### src/rtl/rt_mem_loader.sv
// Streams source words into memory one write at a time, then optionally reads them
// back and compares a running sum of both passes before enabling instruction fetch.
module rt_mem_loader #(
  parameter int ADDR_WIDTH  = 22,
  parameter int DATA_WIDTH  = 32,
  parameter int CNT_WIDTH   = 16,
  parameter int ADDR_STRIDE = 4,
  parameter int GAP_CYCLES  = 1,
  parameter int TIMEOUT     = 1024,
  parameter int VERIFY      = 1
) (
  input  logic                    clk,
  input  logic                    rst_n,
  input  logic                    start_i,
  input  logic [ADDR_WIDTH-1:0]   base_addr_i,
  input  logic [CNT_WIDTH-1:0]    num_words_i,
  input  logic                    s_valid_i,
  output logic                    s_ready_o,
  input  logic [DATA_WIDTH-1:0]   s_data_i,
  output logic                    mem_en_o,
  output logic                    mem_we_o,
  output logic [ADDR_WIDTH-1:0]   mem_addr_o,
  output logic [DATA_WIDTH-1:0]   mem_wdata_o,
  output logic [DATA_WIDTH/8-1:0] mem_be_o,
  output logic [2:0]              mem_lim_funct_o,
  input  logic [DATA_WIDTH-1:0]   mem_rdata_i,
  input  logic                    mem_rvalid_i,
  output logic                    busy_o,
  output logic                    done_o,
  output logic                    error_o,
  output logic                    timeout_o,
  output logic                    fetch_enable_o,
  output logic [CNT_WIDTH-1:0]    words_done_o
);

  localparam int TW = $clog2(TIMEOUT + 1);
  localparam int GW = (GAP_CYCLES > 1) ? $clog2(GAP_CYCLES) : 1;

  typedef enum logic [3:0] {
    IDLE, FETCH, WREQ, WWAIT, WGAP, RREQ, RWAIT, RGAP, DONE, ERROR
  } state_t;

  state_t                  state_q;
  logic [ADDR_WIDTH-1:0]   addr_q;
  logic [ADDR_WIDTH-1:0]   base_q;
  logic [CNT_WIDTH-1:0]    num_q;
  logic [CNT_WIDTH-1:0]    rd_cnt_q;
  logic [DATA_WIDTH-1:0]   data_q;
  logic [DATA_WIDTH-1:0]   wr_sum_q;
  logic [DATA_WIDTH-1:0]   rd_sum_q;
  logic [TW-1:0]           tmo_q;
  logic [GW-1:0]           gap_q;

  logic                    w_last;
  logic                    r_last;
  logic [DATA_WIDTH-1:0]   rd_sum_fin;

  // "Last word" is judged from the WAIT state (count not yet bumped) or the GAP state.
  always_comb begin
    w_last     = 1'b0;
    r_last     = 1'b0;
    rd_sum_fin = rd_sum_q;
    if (state_q == WGAP) w_last = (words_done_o == num_q);
    else                 w_last = ((words_done_o + CNT_WIDTH'(1)) == num_q);
    if (state_q == RGAP) begin
      r_last = (rd_cnt_q == num_q);
    end else begin
      r_last     = ((rd_cnt_q + CNT_WIDTH'(1)) == num_q);
      rd_sum_fin = rd_sum_q + mem_rdata_i;
    end
  end

  always_ff @(posedge clk or negedge rst_n) begin
    if (!rst_n) begin
      state_q        <= IDLE;
      addr_q         <= '0;
      base_q         <= '0;
      num_q          <= '0;
      rd_cnt_q       <= '0;
      data_q         <= '0;
      wr_sum_q       <= '0;
      rd_sum_q       <= '0;
      tmo_q          <= '0;
      gap_q          <= '0;
      words_done_o   <= '0;
      done_o         <= 1'b0;
      error_o        <= 1'b0;
      timeout_o      <= 1'b0;
      fetch_enable_o <= 1'b0;
    end else begin
      case (state_q)
        IDLE, DONE, ERROR: begin
          if (start_i) begin
            base_q       <= base_addr_i;
            addr_q       <= base_addr_i;
            num_q        <= num_words_i;
            rd_cnt_q     <= '0;
            words_done_o <= '0;
            wr_sum_q     <= '0;
            rd_sum_q     <= '0;
            tmo_q        <= '0;
            gap_q        <= '0;
            error_o      <= 1'b0;
            timeout_o    <= 1'b0;
            if (num_words_i == '0) begin
              state_q        <= DONE;
              done_o         <= 1'b1;
              fetch_enable_o <= 1'b1;
            end else begin
              state_q        <= FETCH;
              done_o         <= 1'b0;
              fetch_enable_o <= 1'b0;
            end
          end
        end
        FETCH: begin
          if (s_valid_i) begin
            data_q   <= s_data_i;
            wr_sum_q <= wr_sum_q + s_data_i;
            state_q  <= WREQ;
          end
        end
        WREQ: begin
          tmo_q   <= '0;
          state_q <= WWAIT;
        end
        WWAIT, WGAP: begin
          if ((state_q == WWAIT) && !mem_rvalid_i) begin
            if (tmo_q == TW'(TIMEOUT - 1)) begin
              state_q   <= ERROR;
              error_o   <= 1'b1;
              timeout_o <= 1'b1;
            end else begin
              tmo_q <= tmo_q + TW'(1);
            end
          end else if ((state_q == WWAIT) && (GAP_CYCLES != 0)) begin
            words_done_o <= words_done_o + CNT_WIDTH'(1);
            gap_q        <= '0;
            state_q      <= WGAP;
          end else if ((state_q == WGAP) && (gap_q != GW'(GAP_CYCLES - 1))) begin
            gap_q <= gap_q + GW'(1);
          end else begin
            // Gap finished (or skipped): move to the next word or into the verify pass.
            if (state_q == WWAIT) words_done_o <= words_done_o + CNT_WIDTH'(1);
            if (w_last) begin
              if (VERIFY != 0) begin
                addr_q  <= base_q;
                state_q <= RREQ;
              end else begin
                state_q        <= DONE;
                done_o         <= 1'b1;
                fetch_enable_o <= 1'b1;
              end
            end else begin
              addr_q  <= addr_q + ADDR_WIDTH'(ADDR_STRIDE);
              state_q <= FETCH;
            end
          end
        end
        RREQ: begin
          tmo_q   <= '0;
          state_q <= RWAIT;
        end
        RWAIT, RGAP: begin
          if ((state_q == RWAIT) && !mem_rvalid_i) begin
            if (tmo_q == TW'(TIMEOUT - 1)) begin
              state_q   <= ERROR;
              error_o   <= 1'b1;
              timeout_o <= 1'b1;
            end else begin
              tmo_q <= tmo_q + TW'(1);
            end
          end else if ((state_q == RWAIT) && (GAP_CYCLES != 0)) begin
            rd_sum_q <= rd_sum_fin;
            rd_cnt_q <= rd_cnt_q + CNT_WIDTH'(1);
            gap_q    <= '0;
            state_q  <= RGAP;
          end else if ((state_q == RGAP) && (gap_q != GW'(GAP_CYCLES - 1))) begin
            gap_q <= gap_q + GW'(1);
          end else begin
            if (state_q == RWAIT) begin
              rd_sum_q <= rd_sum_fin;
              rd_cnt_q <= rd_cnt_q + CNT_WIDTH'(1);
            end
            if (r_last) begin
              if (rd_sum_fin == wr_sum_q) begin
                state_q        <= DONE;
                done_o         <= 1'b1;
                fetch_enable_o <= 1'b1;
              end else begin
                state_q <= ERROR;
                error_o <= 1'b1;
              end
            end else begin
              addr_q  <= addr_q + ADDR_WIDTH'(ADDR_STRIDE);
              state_q <= RREQ;
            end
          end
        end
        default: state_q <= IDLE;
      endcase
    end
  end

  // Bus strobes decode straight from the state flop so each request lasts exactly its state cycle.
  assign busy_o          = !((state_q == IDLE) || (state_q == DONE) || (state_q == ERROR));
  assign s_ready_o       = (state_q == FETCH);
  assign mem_en_o        = (state_q == WREQ) || (state_q == RREQ);
  assign mem_we_o        = (state_q == WREQ);
  assign mem_be_o        = (state_q == WREQ) ? '1 : '0;
  assign mem_wdata_o     = (state_q == WREQ) ? data_q : '0;
  assign mem_lim_funct_o = 3'b000;
  assign mem_addr_o      = (state_q == IDLE) ? '0 : addr_q;

endmodule

### config.mk
export PLATFORM = sky130hd
export DESIGN_NAME = rt_mem_loader
export DESIGN_NICKNAME = d
export VERILOG_FILES = /design/src/rtl/rt_mem_loader.sv
export SDC_FILE = /design/constraint.sdc
export NUM_CORES = 1
export LEC_CHECK = 0
export ABC_AREA = 1
export BUFFER_PORTS_ARGS = -buffer_cell sky130_fd_sc_hd__buf_2
export CAP_MARGIN = 20
export CORE_MARGIN = 3
export CORE_UTILIZATION = 65
export DETAILED_ROUTE_END_ITERATION = 10
export PLACE_DENSITY = 0.88
export SLEW_MARGIN = 20
export SYNTH_ARGS = -nofsm -noshare
export SYNTH_HDL_FRONTEND = slang
export SYNTH_SLANG_ARGS = --single-unit
### constraint.sdc
create_clock -name clk -period 4.8 [get_ports clk]
set_input_delay 0 -clock clk [delete_from_list [all_inputs] [get_ports clk]]
set_output_delay 0 -clock clk [all_outputs]
set_load 0.005 [all_outputs]
Word-level counts from Yosys, hierarchy flattened
Index checks and enable logic that the tools add are counted.

Word-level logic and storage cells: 167. Input bits: 107. Bits in registers: 207. Output and inout bits: 85.

Reductions and logical operators: 32. Mux-type cells: 76. Add/subtract/negate cells: 7. Equality and inequality tests: 38.

Operators with widths (count): 22-bit 2-to-1 mux (10); 32-bit 2-to-1 mux (6); 32-bit case mux with 2 select lines (2); 16-bit 2-to-1 mux (5); 22-bit case mux with 3 select lines (1); 32-bit adder (2); 16-bit == test (4); 16-bit case mux with 2 select lines (2); 4-bit 2-to-1 mux (12); 11-bit 2-to-1 mux (4); 11-bit case mux with 4 select lines (1); 16-bit by 1-bit adder with 16-bit output (second input constant) (2); 32-bit == test (1); 2-bit inequality test (second input constant) (15); 1-bit 2-to-1 mux (27); 4-bit case mux with 6 select lines (1); 22-bit by 3-bit adder with 22-bit output (second input constant) (1); 4-bit AND reduction (5); 3-bit inequality test (second input constant) (6); 4-bit by 3-bit == test with 1-bit output (second input constant) (4); 16-bit zero test (1); 7-bit AND reduction (2); 11-bit by 1-bit adder with 11-bit output (second input constant) (1); 11-bit by 10-bit == test with 1-bit output (second input constant) (1); 21 further kinds (37).

Longest topological paths before layout
Gate-level depths: netlist (run 1).

Word-level depth: 9. Depth in mapped cells: 25.

Worst setup path after synthesis (run 1)
Ideal clock, no wire load.

Path type: register to register. Start point: reg wr_sum_q[0]. End point: reg wr_sum_q[26]. Slack: 2.249 ns. Stages on the path, launching flop included: 17. Path buffers: 0. Setup time: 0.118 ns. Clock period less this slack: 2.551 ns. Arrival time: 2.434 ns. Path through: dfrtp_1 ha_1 fa_1 a21oi_1 o21ai_1 a21boi_0 o21ai_0 inv_1 o21ai_2 nand2_1 nand2_1 a21boi_0 o21ai_0 nand2_1 nand3b_1 nand3_1 nand2_1.

Word-level cells in the longest chain between the ends: 3.

Ends and longest elaborated chain: start: declaration (RTL line 49) `logic [DATA_WIDTH-1:0] wr_sum_q;`; start signal: assignment (RTL line 119) `wr_sum_q <= wr_sum_q + s_data_i;`; 32-bit adder (RTL line 119); 32-bit 2-to-1 mux (RTL line 117) `if (s_valid_i) begin`; 32-bit case mux with 2 select lines (RTL line 91) `case (state_q)`.

No other way between the ends. The select of a mux whose other input is x is not followed. A chain may end at the register's enable or synchronous reset.

Final worst setup path (run 1)
Start point: reg state_q[3]. End point: reg wr_sum_q[16].

Word-level cells in the longest chain between the ends: 4.

Ends and longest elaborated chain: start: declaration (RTL line 43) `state_t state_q;`; start signal: assignment (RTL line 75) `state_q <= IDLE;`; start signal: assignment (RTL line 106) `state_q <= DONE;`; start signal: assignment (RTL line 110) `state_q <= FETCH;`; 4-bit == test / 4-bit zero test (equally long branches) (RTL line 91); 3-bit OR reduction (RTL line 91); 2-bit inequality test (no source line) / 2-bit nonzero test (equally long branches); 3-bit AND reduction (no source line).

Parallel ways exist; a longest one is shown, timed or not.

==> results of run 1 <==
==> flip-flops by register name, indices dropped and copies added, names as in the netlist <==
| name | count |
|---|---|
| data_q | 32 |
| rd_sum_q | 32 |
| wr_sum_q | 32 |
| addr_q | 22 |
| base_q | 22 |
| num_q | 16 |
| rd_cnt_q | 16 |
| words_done_o | 16 |
| tmo_q | 11 |
| state_q | 4 |
| error_o | 1 |
| fetch_enable_o | 1 |
| gap_q | 1 |
| timeout_o | 1 |
==> layout make-up <==
class | count | area share, %
clock buffers | 33 | 3.57
clock inverters | 13 | 0.841
inverters | 411 | 8.19
multi-input cells | 1812 | 48.3
flip-flops and latches | 207 | 27.4
well taps | 324 | 2.14
repair buffers | 275 | 9.58
==> per-layer routing <==
layer  global-route usage, %  vias to the layer above  share of wire, %
li1                        -                     8505                 -
met1                    49.5                     8145                41
met2                    59.3                      930                46
met3                    4.34                      171               9.3
met4                    12.7                        0               3.7
met5                       0                        -                 0
==> power by group through the flow <==
stage	combinational, uW	clock [uW]	sequential [uW]
2_1_floorplan	3430	0	2560
3_3_place_gp	4420	0	2660
3_5_place_dp	4590	0	2680
4_1_cts	4690	1970	2650
5_1_grt	5410	2040	2720
6_report	4830	1960	2670
==> worst min-delay path: stages <==
cell and delay (ns):
buf_2 0.09, o31ai_1 0.07, nor2_1 0.20, nand2_1 0.10, nand2_1 0.07
==> layout by cell type, fill, tap and decap left out, types with 7 or more instances in the layout <==
cell and instances:
nor3_1 26, nor2_1 201, or2_2 11, dlygate4sd3_1 73
a21oi_1 72, o21ai_1 13, nand3b_1 8, a31oi_1 7
nand3_1 214, o22ai_1 56, nand2_2 7, a21boi_0 7
buf_2 187, ha_1 66, nand2_1 757, nor2_2 11
nand4_1 42, o21ai_0 172, clkinv_2 9, xor2_1 47
dfrtp_1 207, inv_1 390, o21a_1 8, clkbuf_16 25
inv_2 17, buf_4 12, nor2_4 8
==> stage by stage <==
stage | total power [uW] | std cells | area, sq um
6_report | 9460 | 3075 | 18900
5_1_grt | 10200 | 3075 | 18900
4_1_cts | 9320 | 3075 | 18900
3_5_place_dp | 7270 | 2956 | 17300
3_3_place_gp | 7070 | 2956 | 17300
2_1_floorplan | 5990 | 2505 | 16300
==> cells in the mapped netlist, types with 4 or more instances <==
library cell  count  area [sq um]
nand2_1         757          2840
inv_1           391          1470
nand3_1         214          1070
dfrtp_1         207          5180
nor2_1          202           758
o21ai_0         172           861
a21oi_1          72           360
ha_1             66           826
o22ai_1          56           350
xor2_1           47           412
nand4_1          42           263
clkbuf_1         28           105
nor3_1           26           130
buf_2            20           100
inv_2            17          63.8
buf_4            16           120
o21ai_1          13          65.1
or2_2            11          68.8
nor2_2           10          62.6
nand3b_1          8          60.1
nor2_4            8          90.1
o21a_1            8          60.1
a21boi_0          7          52.6
a31oi_1           7          43.8
buf_6             7          78.8
nand2_2           7          43.8
a21o_1            6          45.0
nor3_2            6          60.1
o211ai_1          6          45.0
o21ai_2           6          52.6
a22oi_1           5          37.5
xnor2_1           5          43.8
and2_1            4          25.0
nand3_2           4          40.0
==> cell families after synthesis <==
| kind of cell | Yosys count |
|---|---|
| AO/OA/AOI/OAI | 375 |
| XOR/XNOR | 52 |
| adder cells (fa/ha/maj) | 68 |
| buffers and inverters | 486 |
| flip-flops | 207 |
| multiplexers | 1 |
| other | 1 |
| AND/OR/NAND/NOR | 1313 |
==> worst max path at each step <==
stage                     start  depth (start not counted)            to  slack (ns)
global placement     state_q[3]                         13  wr_sum_q[16]        1.53
CTS                  state_q[3]                         13  wr_sum_q[16]        1.34
finish               state_q[3]                         13  wr_sum_q[16]        1.27
global route         state_q[0]                         13  wr_sum_q[16]        0.97
floorplan           wr_sum_q[0]                         16  wr_sum_q[26]        2.25
detailed placement   state_q[3]                         13   wr_sum_q[5]        1.40
==> flow_summary.ini, run 1 <==
[clock_tree]
clkLatencyLatePin_ns = 0.55
cts_root_buffer = clkbuf_16
cts_buffers = 25
cts.repair.resized = 0
cts_buffer_depth = 3
cts_hold_buf = 73
cts_num_sinks = 207
cts_tree = built
post_cts_buffers = 0
clk_pin_slew_ns = 0.06
htreeDepth = 1

[grt]
antenna_found_initial = 0
grt_pass1_wl_um = 80000
globalRouteTotalUtil_pct = 36.1
grt_pass1_vias = 16900
grt_max_degree = 124
grt.overflow.total = 0

[route]
drt_first_pass_iters = 7
num_vias = 17800
drc = 0
wirelength_um = 49500
wl_per_cell_um = 16.1
vias_per_cell = 5.77
drt_iter0_markers = 1946
ant_nets = 0

[setup_path]
crit_fanout = 24
slowest_delay_ns = 0.62
crit_top_cell = inv_2
cp_top_family = simple AND/OR/NAND/NOR gates
critPathLaunchType = register
critPathKind = reg -> reg
reg2reg_slack_ns = 1.27
reg2reg_from = state_q[3]
worstRegToRegCells = 13
required_ns = 5.23
cp.buffers_inverters = 5
crit_slowest_cell = inv_1
reg2reg_to = wr_sum_q[16]
cp_cell_sequence = inv_2 > nand2_2 > nor2_4 > nor2_2 > inv_1 > nor2_1 > inv_1 > nand2_1 > nor2_4 > inv_2 > nand2_2 > inv_2 > o41ai_1
arrival_ns = 3.96
crit_path_end_kind = register

[synthesis]
synth_adder_area_share_pct = 5.32
yosys.area_share.simple_pct = 34.7
ys_types = 59
synthCells = 2503
synth_edf_count = 0
synthFlopType = dfrtp_1
avgSynthCellArea_sq_um = 6.50
synth_mux_area_share_pct = 0.0615
ys_ff_latch = 207
ys.warnings.count = 0
synth_area_sq_um = 16300
synthArstFlopShare_pct = 100
synth_seq_area_share_pct = 31.8
synth_top_family_by_area = simple AND/OR/NAND/NOR gates
synth-xor-area-share_pct = 2.80
synth_compound_area_share_pct = 13.1

[floorplan]
dieArea_sq_um = 27000
io-pin-count = 192
rows = 57
core-area_sq_um = 24500
initial_core_util_pct = 66.5
die_w_um = 164
die_h_um = 164

[sta]
period_minus_slack_ns = 3.53
setup_viol = 0
rsz0062_at_grt = no
fin_hold_ws_ns = 0.0240
slew_headroom_pct = 35.9
fin_ws_ns = 1.27
skew_ns = 0.0145
fin_tns_setup_ns = 0
hold_viol = 0
period_share_pct = 73.5
max_freq_ghz = 0.283
slew_viol_final = 0
worst_pin_slew_ns = 0.958

[place]
place_ws_ns = 1.40
portBuffers = 188
dp_hpwl_um = 35200
gp_congestion = 0.993

[pwr]
netSwitchingFraction_pct = 47.0
p_sw_uw = 4440
leakage_uw = 0.0100
clockPowerShare_pct = 20.8
p_seq_share_pct = 28.2
p_int_uw = 5020
p_per_area_nw_per_um2 = 501
ir_drop_mv = 0.342
combPwrFrac_pct = 51.0

[finish]
syn_to_final_growth_pct = 16.2
fillers = 1852
layout-drive-gt1-share_pct = 11.7
final_nets = 2907
register_area_sq_um = 5180
finalCoreUtilization_pct = 77.3
multi_input_area_sq_um = 9130
antennaDiodeCount = 0

[worst_hold_path]
min-delay-start = s_valid_i
holdCritPathClass = in -> reg
hold_end = state_q[0]
holdPathStages = 5

[status]
status = finished, final reports clean

[run]
maxCapViolCount = 0
No activity file was read; power rests on OpenSTA's default activity.
==> run 2, diff against run 1 <==
CORE_UTILIZATION = 54   (was 65)
PLACE_DENSITY = 0.78   (was 0.88)
clock period = 3.2 ns   (was 4.8 ns; I/O delays follow)
==> run 2 against run 1 <==
Against the previous run:
- core utilization decreased by 11 points
- sequential share of layout area decreased by 0.71 points
- worst setup slack worse by 1.1 ns
- final cell count grew 3.0%
- via count is 0.22% lower
- sequential power is 49% higher
- total power up 53%
- hold slack lost 0.0051 ns
- combinational power is 53% higher
- maximum frequency up 17%
==> flow_summary.ini, run 2 (synthesis results as in run 1) <==
[status]
status = finished, final reports clean

[clock_tree]
cts_num_sinks = 207
clkLatencyLatePin_ns = 0.55
htreeDepth = 1
cts_buffer_depth = 3
cts_root_buffer = clkbuf_16
cts_tree = built
post_cts_buffers = 0
clk_pin_slew_ns = 0.06
cts_buffers = 26

[floorplan]
die_h_um = 180
dieArea_sq_um = 32200
core-area_sq_um = 29200
io-pin-count = 192
initial_core_util_pct = 55.8
rows = 62
die_w_um = 180

[route]
drc = 0
drt_first_pass_iters = 6
drt_iter0_markers = 1534
num_vias = 17700
top_layer_used = met4
route.met3.wl_um = 3590
wirelength_um = 51200
ant_nets = 0
met2RoutedLength_um = 23400
wl_met1_um = 22600
vias_per_cell = 5.59
wl_per_cell_um = 16.2

[pwr]
p_seq_share_pct = 27.5
p_per_area_nw_per_um2 = 747
clockPowerShare_pct = 21.5
ir_drop_mv = 0.730
combPwrFrac_pct = 51.0
p_int_uw = 7780
leakage_uw = 0.0102
p_sw_uw = 6720
netSwitchingFraction_pct = 46.3

[place]
gp_congestion = 0.973
portBuffers = 188
dp_hpwl_um = 37400
place_ws_ns = -0.0203

[worst_hold_path]
holdPathStages = 3
hold_end = wr_sum_q[2]
holdCritPathClass = in -> reg
min-delay-start = s_valid_i

[sta]
slew_viol_final = 0
hold_viol = 0
period_share_pct = 93.9
fin_hold_ws_ns = 0.0189
rsz0062_at_grt = yes
slew_headroom_pct = 34.2
skew_ns = 0.0185
setup_viol = 0
max_freq_ghz = 0.333
fin_ws_ns = 0.195
worst_pin_slew_ns = 0.986
period_minus_slack_ns = 3.01

[grt]
grt_pass1_wl_um = 82900
grt_max_degree = 82
grt_pass1_vias = 16900
globalRouteTotalUtil_pct = 30.2
grt.overflow.total = 0
antenna_found_initial = 0

[setup_path]
crit_path_end_kind = register
reg2reg_from = rd_sum_q[2]
crit_slowest_cell = dfrtp_1
cp_top_family = simple AND/OR/NAND/NOR gates
critPathKind = reg -> reg
required_ns = 3.64
arrival_ns = 3.45
cp.buffers_inverters = 1
critPathLaunchType = register
worstRegToRegCells = 23
crit_top_cell = nand2_1
reg2reg_to = state_q[0]
slowest_delay_ns = 0.39
reg2reg_slack_ns = 0.19
crit_fanout = 7
cp_cell_sequence = ha_1 > nand2_1 > nand2_1 > inv_1 > nand2_1 > nand2_1 > nand2_2 > nand2_1 > nand2_1 > nand2_1 > nand2_1 > nand2_1 > nand3_1 > nand3_1 > nand2_1 > nor2_1 > nand2_1 > nor2_2 > nand4_1 > nand2_1 > nand2_1 > nand2_1 > nand2_1

[finish]
final_cell_mix = 752 x nand2_1, 389 x inv_1, 207 x nand3_1, 207 x dfrtp_1, 195 x nor2_1
syn_to_final_growth_pct = 19.3
reg_top3 = data_q x32, rd_sum_q x32, wr_sum_q x32
fillers = 2689
final_nets = 2936
layout-drive-gt1-share_pct = 13.7
final_common_cell = nand2_1
finalCoreUtilization_pct = 66.5

[run]
maxCapViolCount = 0
[run 2: cell types whose count changed in the layout (fill, tap and decap cells not counted), moves of 4 or more]
cell / change
buf_4: +21
clkbuf_1: -4
clkbuf_8: +11
clkinv_2: -6
nand2_1: -5
nand2_2: +5
nand3_1: -7
nand3_2: +7
nor2_1: -6
nor2_2: +6
[run 2: worst max-delay path by stage]
stage | start | endpoint | slack (ns) | depth (start not counted)
5_1_grt | rd_sum_q[0] | state_q[0] | -0.06 | 25
3_3_place_gp | rd_sum_q[0] | fetch_enable_o | -0.03 | 23
6_report | rd_sum_q[2] | state_q[0] | 0.19 | 23
3_5_place_dp | rd_sum_q[0] | fetch_enable_o | -0.02 | 23
4_1_cts | rd_sum_q[0] | fetch_enable_o | 0.01 | 25
2_1_floorplan | wr_sum_q[0] | wr_sum_q[26] | 0.65 | 16
[run 2: per-layer routing]
metal | GRT usage [%] | up-vias
li1 | - | 8571
met1 | 42.2 | 8274
met2 | 49.2 | 735
met3 | 4.00 | 132
met4 | 9.34 | 0
met5 | 0 | -
[run 2: timing repair]
action	CTS	global route
endpoints found under the setup margin	2	30
gates resized for setup	2	32
endpoints found under the hold margin	184	0
hold buffers	74	0
cloned	0	1
pin swaps	0	7
[run 2: tightest hold or removal path: stages]
cell and delay (ns):
buf_2 0.14, nand2_1 0.25, o22ai_1 0.13
[run 2: area by class of cell]
type / count / area [sq um] / area share, %
diodes: 1 / 2.50 / 0.0129
clock buffers: 41 / 837 / 4.31
clock inverters: 7 / 81.3 / 0.419
inverters: 411 / 1550 / 7.97
multi-input cells: 1813 / 9230 / 47.6
flip-flops and latches: 207 / 5180 / 26.7
well taps: 384 / 480 / 2.48
repair buffers: 302 / 2050 / 10.5
[run 2: power by group through the flow]
stage / registers, uW / clock network (uW) / logic, uW
floorplan: 3850 / 0 / 5140
global placement: 3980 / 0 / 6880
detailed placement: 4010 / 0 / 7070
CTS: 3970 / 3150 / 7190
global route: 4080 / 3260 / 8290
finish: 3990 / 3120 / 7390
[run 2: per-stage QoR]
step | TNS, ns | total power (uW) | instance area (sq um) | cells
after floorplan | 0 | 8990 | 16300 | 2505
after global placement | -0.0295 | 10900 | 17600 | 3042
after detailed placement | -0.0203 | 11100 | 17600 | 3042
after CTS | 0 | 14300 | 19300 | 3164
after global routing | -0.227 | 15600 | 19400 | 3165
final | 0 | 14500 | 19400 | 3166
